File: src/rtl/alu_seq_pkg.sv
// Shared definitions for the ALU operand sequencer.
//   seq_state_t   : phases of the operand-entry walk
//   OP_ADD/OP_SUB : the only opcodes whose carry/overflow/sign flags are meaningful
//   FLAG_W        : width of the {Cf,Of,Zf,Sf} flag bundle
//   qualify_flags : masks the flags the ALU does not drive for a given opcode
package alu_seq_pkg;

  localparam int FLAG_W = 4;

  localparam logic [3:0] OP_ADD = 4'b0000;
  localparam logic [3:0] OP_SUB = 4'b0001;

  typedef enum logic [2:0] {
    LOAD_A,
    LOAD_B,
    LOAD_OP,
    EXEC,
    SHOW
  } seq_state_t;

  // The ALU leaves Cf/Of/Sf floating on opcodes that do not produce them,
  // so they are forced to 0 here. Zf is valid for every opcode.
  function automatic logic [FLAG_W-1:0] qualify_flags(
    input logic [3:0] op,
    input logic       cf,
    input logic       of,
    input logic       zf,
    input logic       sf
  );
    logic arith;
    arith = (op == OP_ADD) || (op == OP_SUB);
    return {(op == OP_ADD) & cf, arith & of, zf, arith & sf};
  endfunction

endpackage

File: src/rtl/button_debounce.sv
// Raw push-button conditioner: 2-flop synchroniser, stable-high counter and
// rising-edge detector. Produces one single-cycle pulse per accepted press.
//   clk, rst : system clock, synchronous active-high reset
//   btn      : raw asynchronous button level
//   press    : one-cycle pulse when the debounced level rises
module button_debounce #(
  parameter logic [15:0] DEBOUNCE_CYCLES = 16'd50000
) (
  input  logic clk,
  input  logic rst,
  input  logic btn,
  output logic press
);

  logic        sync_q1;
  logic        sync_q2;
  logic [15:0] stable_cnt;
  logic        level;
  logic        level_q;

  // The counter saturates at DEBOUNCE_CYCLES, so the level stays high for as
  // long as the button is held and no repeat press is generated.
  assign level = (stable_cnt == DEBOUNCE_CYCLES);
  assign press = level & ~level_q;

  // NOTE: sequential state uses non-blocking assignments so every flop
  // samples its inputs as they were before the edge.
  always_ff @(posedge clk) begin
    if (rst) begin
      sync_q1    <= 1'b0;
      sync_q2    <= 1'b0;
      stable_cnt <= '0;
      level_q    <= 1'b0;
    end else begin
      sync_q1 <= btn;
      sync_q2 <= sync_q1;
      if (!sync_q2) begin
        stable_cnt <= '0;
      end else if (!level) begin
        stable_cnt <= stable_cnt + 16'd1;
      end
      level_q <= level;
    end
  end

endmodule

File: src/rtl/alu_operand_sequencer.sv
// Front-end controller for the 6-bit combinational ALU. Walks the user through
// entering operand A, operand B and the opcode with ENTER, holds them on the
// ALU inputs, captures result and qualified flags after they settle and shows
// them on the LEDs. CLEAR aborts back to operand A entry with everything zeroed.
//   clk, rst                 : system clock, synchronous active-high reset
//   sw[5:0]                  : operand data; sw[3:0] is the opcode
//   btn_enter, btn_clear     : raw buttons
//   alu_a, alu_b, alu_op     : ALU operand/opcode drive
//   alu_out, alu_cf/of/zf/sf : ALU result and flags
//   led, flag_led            : display value and latched {Cf,Of,Zf,Sf}
//   state_led                : one-hot {OP,B,A} entry phase
//   result_valid             : high while the result is shown
module alu_operand_sequencer
  import alu_seq_pkg::*;
#(
  parameter logic [15:0] DEBOUNCE_CYCLES = 16'd50000,
  parameter logic [3:0]  SETTLE_CYCLES   = 4'd2
) (
  input  logic              clk,
  input  logic              rst,
  input  logic [5:0]        sw,
  input  logic              btn_enter,
  input  logic              btn_clear,
  output logic [5:0]        alu_a,
  output logic [5:0]        alu_b,
  output logic [3:0]        alu_op,
  input  logic [5:0]        alu_out,
  input  logic              alu_cf,
  input  logic              alu_of,
  input  logic              alu_zf,
  input  logic              alu_sf,
  output logic [5:0]        led,
  output logic [FLAG_W-1:0] flag_led,
  output logic [2:0]        state_led,
  output logic              result_valid
);

  logic enter_p;
  logic clear_p;

  button_debounce #(.DEBOUNCE_CYCLES(DEBOUNCE_CYCLES)) u_enter_db (
    .clk   (clk),
    .rst   (rst),
    .btn   (btn_enter),
    .press (enter_p)
  );

  button_debounce #(.DEBOUNCE_CYCLES(DEBOUNCE_CYCLES)) u_clear_db (
    .clk   (clk),
    .rst   (rst),
    .btn   (btn_clear),
    .press (clear_p)
  );

  seq_state_t        state_q, state_d;
  logic [5:0]        a_d, b_d;
  logic [3:0]        op_d;
  logic [5:0]        led_q, led_d;
  logic [FLAG_W-1:0] flag_q, flag_d;
  logic              valid_d;
  logic [3:0]        settle_q, settle_d;

  // NOTE: every signal assigned here gets a default first, so no path leaves
  // a value unassigned and no latch is inferred.
  always_comb begin
    state_d  = state_q;
    a_d      = alu_a;
    b_d      = alu_b;
    op_d     = alu_op;
    led_d    = led_q;
    flag_d   = flag_q;
    valid_d  = result_valid;
    settle_d = settle_q;

    if (clear_p) begin
      // Clear outranks a simultaneous enter.
      state_d  = LOAD_A;
      a_d      = '0;
      b_d      = '0;
      op_d     = '0;
      led_d    = '0;
      flag_d   = '0;
      valid_d  = 1'b0;
      settle_d = '0;
    end else begin
      unique case (state_q)
        LOAD_A: begin
          if (enter_p) begin
            a_d     = sw;
            state_d = LOAD_B;
          end
        end
        LOAD_B: begin
          if (enter_p) begin
            b_d     = sw;
            state_d = LOAD_OP;
          end
        end
        LOAD_OP: begin
          if (enter_p) begin
            op_d     = sw[3:0];
            settle_d = '0;
            state_d  = EXEC;
          end
        end
        EXEC: begin
          // alu_op is already the registered opcode the ALU is computing on.
          if (settle_q == SETTLE_CYCLES - 4'd1) begin
            led_d   = alu_out;
            flag_d  = qualify_flags(alu_op, alu_cf, alu_of, alu_zf, alu_sf);
            valid_d = 1'b1;
            state_d = SHOW;
          end else begin
            settle_d = settle_q + 4'd1;
          end
        end
        SHOW: begin
          if (enter_p) begin
            valid_d = 1'b0;
            state_d = LOAD_A;
          end
        end
        default: state_d = LOAD_A;
      endcase
    end
  end

  always_ff @(posedge clk) begin
    if (rst) begin
      state_q      <= LOAD_A;
      alu_a        <= '0;
      alu_b        <= '0;
      alu_op       <= '0;
      led_q        <= '0;
      flag_q       <= '0;
      result_valid <= 1'b0;
      settle_q     <= '0;
    end else begin
      state_q      <= state_d;
      alu_a        <= a_d;
      alu_b        <= b_d;
      alu_op       <= op_d;
      led_q        <= led_d;
      flag_q       <= flag_d;
      result_valid <= valid_d;
      settle_q     <= settle_d;
    end
  end

  // During entry the LEDs follow the switches live; once the result is
  // captured they show the latched value.
  always_comb begin
    led       = led_q;
    state_led = 3'b000;
    unique case (state_q)
      LOAD_A:  begin led = sw;                 state_led = 3'b001; end
      LOAD_B:  begin led = sw;                 state_led = 3'b010; end
      LOAD_OP: begin led = {2'b00, sw[3:0]};   state_led = 3'b100; end
      default: begin led = led_q;              state_led = 3'b000; end
    endcase
  end

  assign flag_led = flag_q;

endmodule

File: config.mk
export PLATFORM = sky130hd
export DESIGN_NAME = alu_operand_sequencer
export DESIGN_NICKNAME = d
export VERILOG_FILES = /design/src/rtl/alu_seq_pkg.sv /design/src/rtl/button_debounce.sv /design/src/rtl/alu_operand_sequencer.sv
export SDC_FILE = /design/constraint.sdc
export NUM_CORES = 1
export LEC_CHECK = 0
export ABC_CLOCK_PERIOD_IN_PS = 2100
export CELL_PAD_IN_SITES_DETAIL_PLACEMENT = 1
export CELL_PAD_IN_SITES_GLOBAL_PLACEMENT = 1
export CORE_MARGIN = 4
export CORE_UTILIZATION = 25
export DETAILED_ROUTE_END_ITERATION = 10
export GPL_ROUTABILITY_DRIVEN = 0
export PLACE_DENSITY_LB_ADDON = 0.1
export SLEW_MARGIN = 40
export SYNTH_ARGS = -nofsm -noshare
export SYNTH_HDL_FRONTEND = slang
export SYNTH_SLANG_ARGS = --single-unit
File: constraint.sdc
create_clock -name clk -period 2.1 [get_ports clk]
set_input_delay 0.21 -clock clk [delete_from_list [all_inputs] [get_ports clk]]
set_output_delay 0.21 -clock clk [all_outputs]
set_load 0.05 [all_outputs]
==> results.json, run 1 <==
{
  "drc": 0,
  "dpl.hpwl_um": 6565,
  "clock_sinks": 72,
  "hp-class": "in2reg",
  "regArea_mm2": 0.001443,
  "combPwrFrac_pct": 4.1,
  "routedWlPerCell_um": 14.16,
  "worst_slack_ps": 1.114,
  "fin_crit_ps": 2099,
  "io_pins": 50,
  "p_leak_nw": 1.566,
  "cp-start-kind": "flop",
  "num-fill-cells": 1488,
  "crit_start": "u_enter_db.stable_cnt[0]$_SDFFE_PP0P_",
  "syn2layout_area_growth_pct": 40.90,
  "grt_pass1_wl_um": 14720,
  "syn_area_mm2": 0.003197,
  "postLayoutCellArea_mm2": 0.004504,
  "num_vias": 2943,
  "crit_type": "reg2reg",
  "syn_inst": 383,
  "worst_ep_arrival_time_ps": 2370,
  "slew_viol_final": 0,
  "p_sw_mw": 0.6502,
  "first_pass_iters": 4,
  "ant_nets": 0,
  "rr_worst_depth": 7,
  "clk_pin_slew_ps": 60,
  "cts.path.max_buffers": 2,
  "finalHoldViolations": 0,
  "crit_slowest_cell": "or4_4",
  "intPower_mw": 2.479,
  "syn_avg_cell_area_um2": 8.347,
  "cts_inserted_buffers": 9,
  "crit_required_ps": 2370,
  "clock_latency_ps": 340,
  "diodes": 0,
  "drive_above_1_share_pct": 16.81,
  "synth_cell_type_count": 41,
  "cts_tree": "built",
  "power.share.sequential_pct": 43.9,
  "initial_core_util_pct": 25.44,
  "grt_antenna_before_repair": 0,
  "ys_seq_area_share_pct": 45.09,
  "drt_iter0_drc": 114,
  "worst_setup_path_end_kind": "flop",
  "min_path_cells": 2,
  "min_period_over_period_pct": 99.95,
  "cts_hold_buf": 0,
  "fp.dieH_um": 121.1,
  "worstPathMaxFanout": 10,
  "grt_pass1_vias": 2901,
  "synth_fp_nets": 409,
  "port_buffers": 49,
  "placed_area_mm2": 0.004094,
  "finalSetupViolCount": 0,
  "nets": 479,
  "fin_skew_ps": 8.475,
  "holdCritStartpoint": "btn_enter",
  "row_count": 41,
  "relSlewSlack_pct": 64.52,
  "avgViaCountPerCell": 4.671,
  "root_buffer": "clkbuf_16",
  "clockPowerShare_pct": 52.1,
  "regToRegStartpoint": "u_enter_db.stable_cnt[0]$_SDFFE_PP0P_",
  "dp_slack_ps": -43.06,
  "grt_max_degree": 18,
  "drv_cap": 0,
  "routed_wl_um": 8921,
  "coreArea_mm2": 0.01257,
  "crit_chain": "inv_2 > ha_4 > or4bb_4 > or4_4 > buf_12 > o31a_1 > nor3_2",
  "synth-seq-cells": 72,
  "cp_slowest_stage_delay_ps": 550,
  "power_density_mw_per_mm2": 694.7,
  "p_sw_share_pct": 20.78,
  "max_freq_mhz": 476.4,
  "rsz0062_at_grt": "yes",
  "vdd_drop_max_uv": 261.1,
  "chipWidth_um": 121.1,
  "tightest_slew_ps": 530.5,
  "groute.usage.overall_pct": 12.81,
  "overflow": 0,
  "htreeDepth": 3,
  "dieArea_mm2": 0.01466,
  "multi_input_area_mm2": 0.001692,
  "yosysWarningCount": 0,
  "outcome": "complete, no violations"
}
-- power groups by stage --
stage	combinational [mW]	clock, mW	sequential (mW)
6_report	0.127	1.63	1.37
5_1_grt	0.136	1.74	1.37
4_1_cts	0.128	1.68	1.37
3_5_place_dp	0.127	0	1.40
3_3_place_gp	0.127	0	1.40
2_1_floorplan	0.0520	0	1.40
-- layer usage --
metal / GRT usage, % / wire [um]
met5: 0 / 0
met4: 5.524 / 151
met3: 4.056 / 482
met2: 19.73 / 3963
met1: 16.45 / 4324
-- synthesized netlist by cell type --
master	number	area [um^2]
and2_1	1	6.260
and4_1	4	35.03
inv_1	17	63.81
nor4_1	6	37.54
o21ai_0	19	95.09
a22o_1	2	17.52
or4_4	1	11.26
nor3_2	1	10.01
a211o_1	1	8.760
a2111oi_0	1	8.760
a21boi_1	1	7.510
nand3_1	31	155.2
xor2_1	10	87.58
nor3_1	11	55.05
clkbuf_1	14	52.55
mux2i_1	2	20.02
or4b_4	2	27.53
o31ai_1	1	7.510
nor2_1	37	138.9
a41o_1	2	20.02
nor2b_1	8	50.05
o31a_1	1	8.760
and3_1	2	12.51
nand4bb_1	1	11.26
a2111oi_2	1	15.01
nand4b_1	3	26.28
a21oi_1	34	170.2
nand2b_1	4	25.02
dfxtp_1	72	1441
ha_1	6	75.07
or2_2	3	18.77
or3b_2	3	26.28
a31oi_1	2	12.51
or4_1	3	22.52
a21o_1	1	7.510
xnor2_1	15	131.4
nand2_1	39	146.4
buf_2	5	25.02
nand4_1	11	68.82
or4bb_1	1	11.26
or3_1	4	25.02
-- placed cells by master (no fill, tap or decap), drive strengths merged, types with 12 or more instances in the layout --
cell type / synthesis / routed
nand3: 31 / 31
inv: 17 / 17
dfxtp: 72 / 72
xnor2: 15 / 15
buf: 5 / 38
clkbuf: 14 / 14
nor2: 37 / 37
a21oi: 34 / 34
clkdlybuf4s50: 0 / 40
nand2: 39 / 39
o21ai: 19 / 19
nor3: 12 / 12
-- flip-flops by register name, summed over array words and instances (netlist names) --
register / flops
alu_a: 6
alu_b: 6
alu_op: 4
flag_led: 4
led_q: 6
result_valid: 1
settle_q: 4
state_q: 3
u_clear_db.level_q: 1
u_clear_db.stable_cnt: 16
u_clear_db.sync_q1: 1
u_clear_db.sync_q2: 1
u_enter_db.level_q: 1
u_enter_db.stable_cnt: 16
u_enter_db.sync_q1: 1
u_enter_db.sync_q2: 1
-- logic make-up after synthesis --
kind of cell,Yosys count,share of synthesized area (%)
flip-flops,72,45.09
AND/OR/NAND/NOR,176,28.81
multiplexers,2,0.6262
XOR/XNOR,25,6.849
AO/OA/AOI/OAI,66,11.86
adder cells (fa/ha/maj),6,2.348
buffers and inverters,36,4.423
-- final timing paths --
kind	endpoint	slack (ps)
max	state_q[1]$_SDFFE_PP0P_	1
min reg2reg	u_enter_db.sync_q2$_SDFF_PP0_	440
max reg2reg	state_q[1]$_SDFFE_PP0P_	1
min	u_enter_db.sync_q1$_SDFF_PP0_	430
-- critical path: cells and delay by family, from the launching register on --
family	cells	cell delay [ps]
AND/OR/NAND/NOR	3	1110
flip-flops	1	320
buffers and inverters	2	240
AO/OA/AOI/OAI	1	240
adder cells (fa/ha/maj)	1	120
-- per-stage QoR --
stage          util, %  hold slack (ps)  power, mW  setup TNS [ps]  instances
2_1_floorplan        -            338.2      1.455               0        383
3_3_place_gp     32.57            417.5      1.529               0        613
3_5_place_dp     32.57            436.5      1.529          -149.9        613
4_1_cts          35.36            416.9      3.179          -33.61        630
5_1_grt          35.84            413.4      3.250          -363.8        630
6_report         35.84            427.0      3.129               0        630
-- final cells by class --
class	count	area share [%]
multi-input cells	275	37.56
flip-flops and latches	72	32.03
repair buffers	78	17.14
clock buffers	14	6.306
well taps	172	4.778
inverters	17	1.417
clock inverters	2	0.7778
-- repair_timing --
action / 4_1_cts / 5_1_grt
cloned: 0 / 1
pin swaps: 2 / 4
gates resized for setup: 6 / 21
setup endpoints to repair: 5 / 26
hold endpoints to repair: 0 / 0
buffers inserted: 1 / 0
(Power assumes the default switching activity.)
==> run 2, diff against run 1 <==
--- a/config.mk
+++ b/config.mk
@@ -6,6 +6,7 @@
 export NUM_CORES = 1
 export LEC_CHECK = 0
 export ABC_CLOCK_PERIOD_IN_PS = 2100
+export CAP_MARGIN = 20
 export CELL_PAD_IN_SITES_DETAIL_PLACEMENT = 1
 export CELL_PAD_IN_SITES_GLOBAL_PLACEMENT = 1
 export CORE_MARGIN = 4
@@ -16,4 +17,5 @@
 export SLEW_MARGIN = 40
 export SYNTH_ARGS = -nofsm -noshare
 export SYNTH_HDL_FRONTEND = slang
+export SYNTH_HIERARCHICAL = 1
 export SYNTH_SLANG_ARGS = --single-unit
==> run 2 against run 1 <==
Net effect:
- sequential power about the same
- clock power fell by 11%
- final cell count shrank 2.4%
- clock skew increased by 0.52 ps
- die area rose by 4.0%
- register-to-register slack improved by 210 ps
==> results.json, run 2 <==
{
  "power_density_mw_per_mm2": 651.2,
  "worst_ep_arrival_time_ps": 1710,
  "syn_avg_cell_area_um2": 9.107,
  "synth_xor_area_share_pct": 6.832,
  "num-fill-cells": 1514,
  "drc": 0,
  "synthSimpleGateAreaFrac_pct": 30.11,
  "hold-worst-slack_ps": 424.5,
  "routed_wl_um": 9080,
  "crit_required_ps": 1890,
  "reg.largest.list": "u_clear_db/stable_cnt x16, u_enter_db/stable_cnt x16",
  "ant_nets": 0,
  "max_freq_mhz": 521.7,
  "clk_pin_slew_ps": 60,
  "placed_area_mm2": 0.004249,
  "regArea_mm2": 0.001443,
  "synthTopCellsByCount": "72 x dfxtp_1, 55 x nor2_1, 23 x nand2_1",
  "initial_core_util_pct": 25.99,
  "grt_max_degree": 19,
  "synth_ff_type": "dfxtp_1",
  "p_sw_share_pct": 23.19,
  "synth_top_family_by_area": "simple AND/OR/NAND/NOR gates",
  "syn_area_mm2": 0.003333,
  "dp.cells": 599,
  "rr_worst_depth": 7,
  "muxShareOfSynthArea_pct": 4.805,
  "final_cell_mix": "71 x dfxtp_1, 54 x nor2_1, 40 x clkdlybuf4s50_1",
  "intPower_mw": 2.275,
  "diodes": 0,
  "worst_setup_path_end_kind": "output port",
  "coreArea_mm2": 0.01282,
  "crit_type": "reg2out",
  "ys_seq_area_share_pct": 43.24,
  "syn_inst": 366,
  "combPwrFrac_pct": 4.7,
  "multi_input_area_mm2": 0.001787,
  "fin_crit_ps": 1917,
  "cts.path.max_buffers": 2,
  "synth-seq-cells": 72,
  "final.setup.tns_ps": 0,
  "clockPowerShare_pct": 48.9,
  "avgViaCountPerCell": 4.626,
  "postLayoutCellArea_mm2": 0.004549,
  "clock_latency_ps": 340,
  "async_flop_share_pct": 0,
  "dr.max_layer_used": "met4",
  "wl_met2_um": 4327,
  "regToRegStartpoint": "u_enter_db/stable_cnt[3]$_SDFFE_PP0P_",
  "grt_pass1_vias": 2966,
  "rsz0062_at_grt": "no",
  "slew_viol_final": 0,
  "p_leak_nw": 1.554,
  "synth_edf_count": 0,
  "worstPathMaxFanout": 15,
  "finalHoldViolations": 0,
  "synth_compound_area_share_pct": 9.047,
  "grt_pass1_wl_um": 15390,
  "grt_antenna_before_repair": 0,
  "htreeDepth": 3,
  "yosys-top-cells-area": "dfxtp_1 43%, nor2_1 6.2%, mux2i_1 4.8%",
  "row_count": 41,
  "dieArea_mm2": 0.01524,
  "dpl.hpwl_um": 6809,
  "first_pass_iters": 4,
  "p_sw_mw": 0.6871,
  "cts_hold_buf": 0,
  "nets": 464,
  "groute.usage.overall_pct": 12.99,
  "r2r_slack_ps": 210,
  "cts_tree": "built",
  "cp-start-kind": "flop",
  "hold_end": "u_clear_db/sync_q1$_SDFF_PP0_",
  "root_buffer": "clkbuf_16",
  "overflow": 0,
  "wl_met3_um": 302,
  "relSlewSlack_pct": 54.21,
  "syn2layout_area_growth_pct": 36.49,
  "met1_length_um": 4313,
  "synth_cell_type_count": 52,
  "fp.dieH_um": 123.5,
  "fin_skew_ps": 8.991,
  "yosysWarningCount": 6,
  "min_period_over_period_pct": 91.27,
  "finalSetupViolCount": 0,
  "yosys.area.top_type": "dfxtp_1",
  "power.total_mw": 2.962,
  "clock_sinks": 72,
  "chipWidth_um": 123.5,
  "port_buffers": 49,
  "hp-class": "in2reg",
  "min_path_cells": 2,
  "synth.most_common_cell": "dfxtp_1",
  "power.share.sequential_pct": 46.3,
  "worstReg2RegEnd": "alu_b[2]$_SDFFE_PP0P_",
  "tightest_slew_ps": 681.6,
  "drv_cap": 0,
  "io_pins": 50,
  "drive_above_1_share_pct": 18.51,
  "drt_iter0_drc": 136,
  "routedWlPerCell_um": 14.76,
  "synthAdderAreaFrac_pct": 2.252,
  "outcome": "complete, no violations",
  "synth_fp_nets": 392,
  "cts_inserted_buffers": 9,
  "finalNonFillerCells": 615,
  "vdd_drop_max_uv": 374.5,
  "holdCritStartpoint": "btn_clear",
  "yosysTopAreaCellShare_pct": 43.24,
  "num_vias": 2845,
  "final_common_cell": "dfxtp_1"
}
-- run 2: cell count changes after synthesis, moves of 6 or more --
cell     previous run  this run
nor4_2              0         8
inv_1              17        11
o21ai_0            19        12
nor2_1             37        55
nand3_1            31        18
nand2_1            39        23
a21oi_1            34        17
mux2i_1             2        16
-- run 2: area by class of cell --
class,instances,area share [%]
Clock buffer,10,5.253
Clock inverter,6,0.9626
Inverter,12,0.9901
Multi-Input combinational cell,265,39.27
Sequential cell,72,31.71
Tap cell,172,4.730
Timing Repair Buffer,78,17.08
-- run 2: how the worst max path moves through the flow --
stage	start	endpoint	slack (ps)
2_1_floorplan	u_enter_db/stable_cnt[3]$_SDFFE_PP0P_	alu_a[5]$_SDFFE_PP0P_	120
3_3_place_gp	u_enter_db/stable_cnt[3]$_SDFFE_PP0P_	alu_b[4]$_SDFFE_PP0P_	180
3_5_place_dp	u_enter_db/stable_cnt[3]$_SDFFE_PP0P_	alu_b[2]$_SDFFE_PP0P_	160
4_1_cts	state_q[0]$_SDFFE_PP0P_	led[5]	100
5_1_grt	u_enter_db/stable_cnt[1]$_SDFFE_PP0P_	alu_b[1]$_SDFFE_PP0P_	30
6_report	state_q[1]$_SDFFE_PP0P_	led[5]	180
-- run 2: layer usage --
layer | track usage (%) | vias up
li1 | - | 1438
met1 | 17.19 | 1367
met2 | 19.84 | 31
met3 | 3.705 | 9
met4 | 5.329 | 0
met5 | 0 | -
-- run 2: power groups by stage --
stage	clock network, mW	logic [mW]	registers, mW
final	1.45	0.140	1.37
after global routing	1.58	0.151	1.37
after CTS	1.52	0.143	1.37
after detailed placement	0	0.143	1.40
after global placement	0	0.143	1.40
after floorplan	0	0.0499	1.40
-- run 2: timing repair --
item | in CTS | in global routing
gates resized for setup | 0 | 5
buffers inserted | 0 | 0
endpoints found under the setup margin | 0 | 10
-- run 2: kinds of logic (layout without fill, tap and decap cells) --
kind of cell,count (synthesis),count (layout)
xor gates and xnor gates,26,26
AOI/OAI and AO/OA,47,47
muxes,16,16
adders and majority gates,6,6
DFF,72,72
buffers and inverters,29,106
and+or+nand+nor,170,170
-- run 2: worst max-delay path, stage by stage (launching register included) --
cell	delay (ps)
dfxtp_1	700
a21o_1	300
a22o_1	220
buf_12	150
-- run 2: metrics by stage --
step	setup WS, ps	utilization, %
after global placement	182.5	33.13
final	183.2	35.47
after CTS	99.36	35.34
after floorplan	124.4	-
after detailed placement	158.7	33.13
after global routing	26.27	35.47
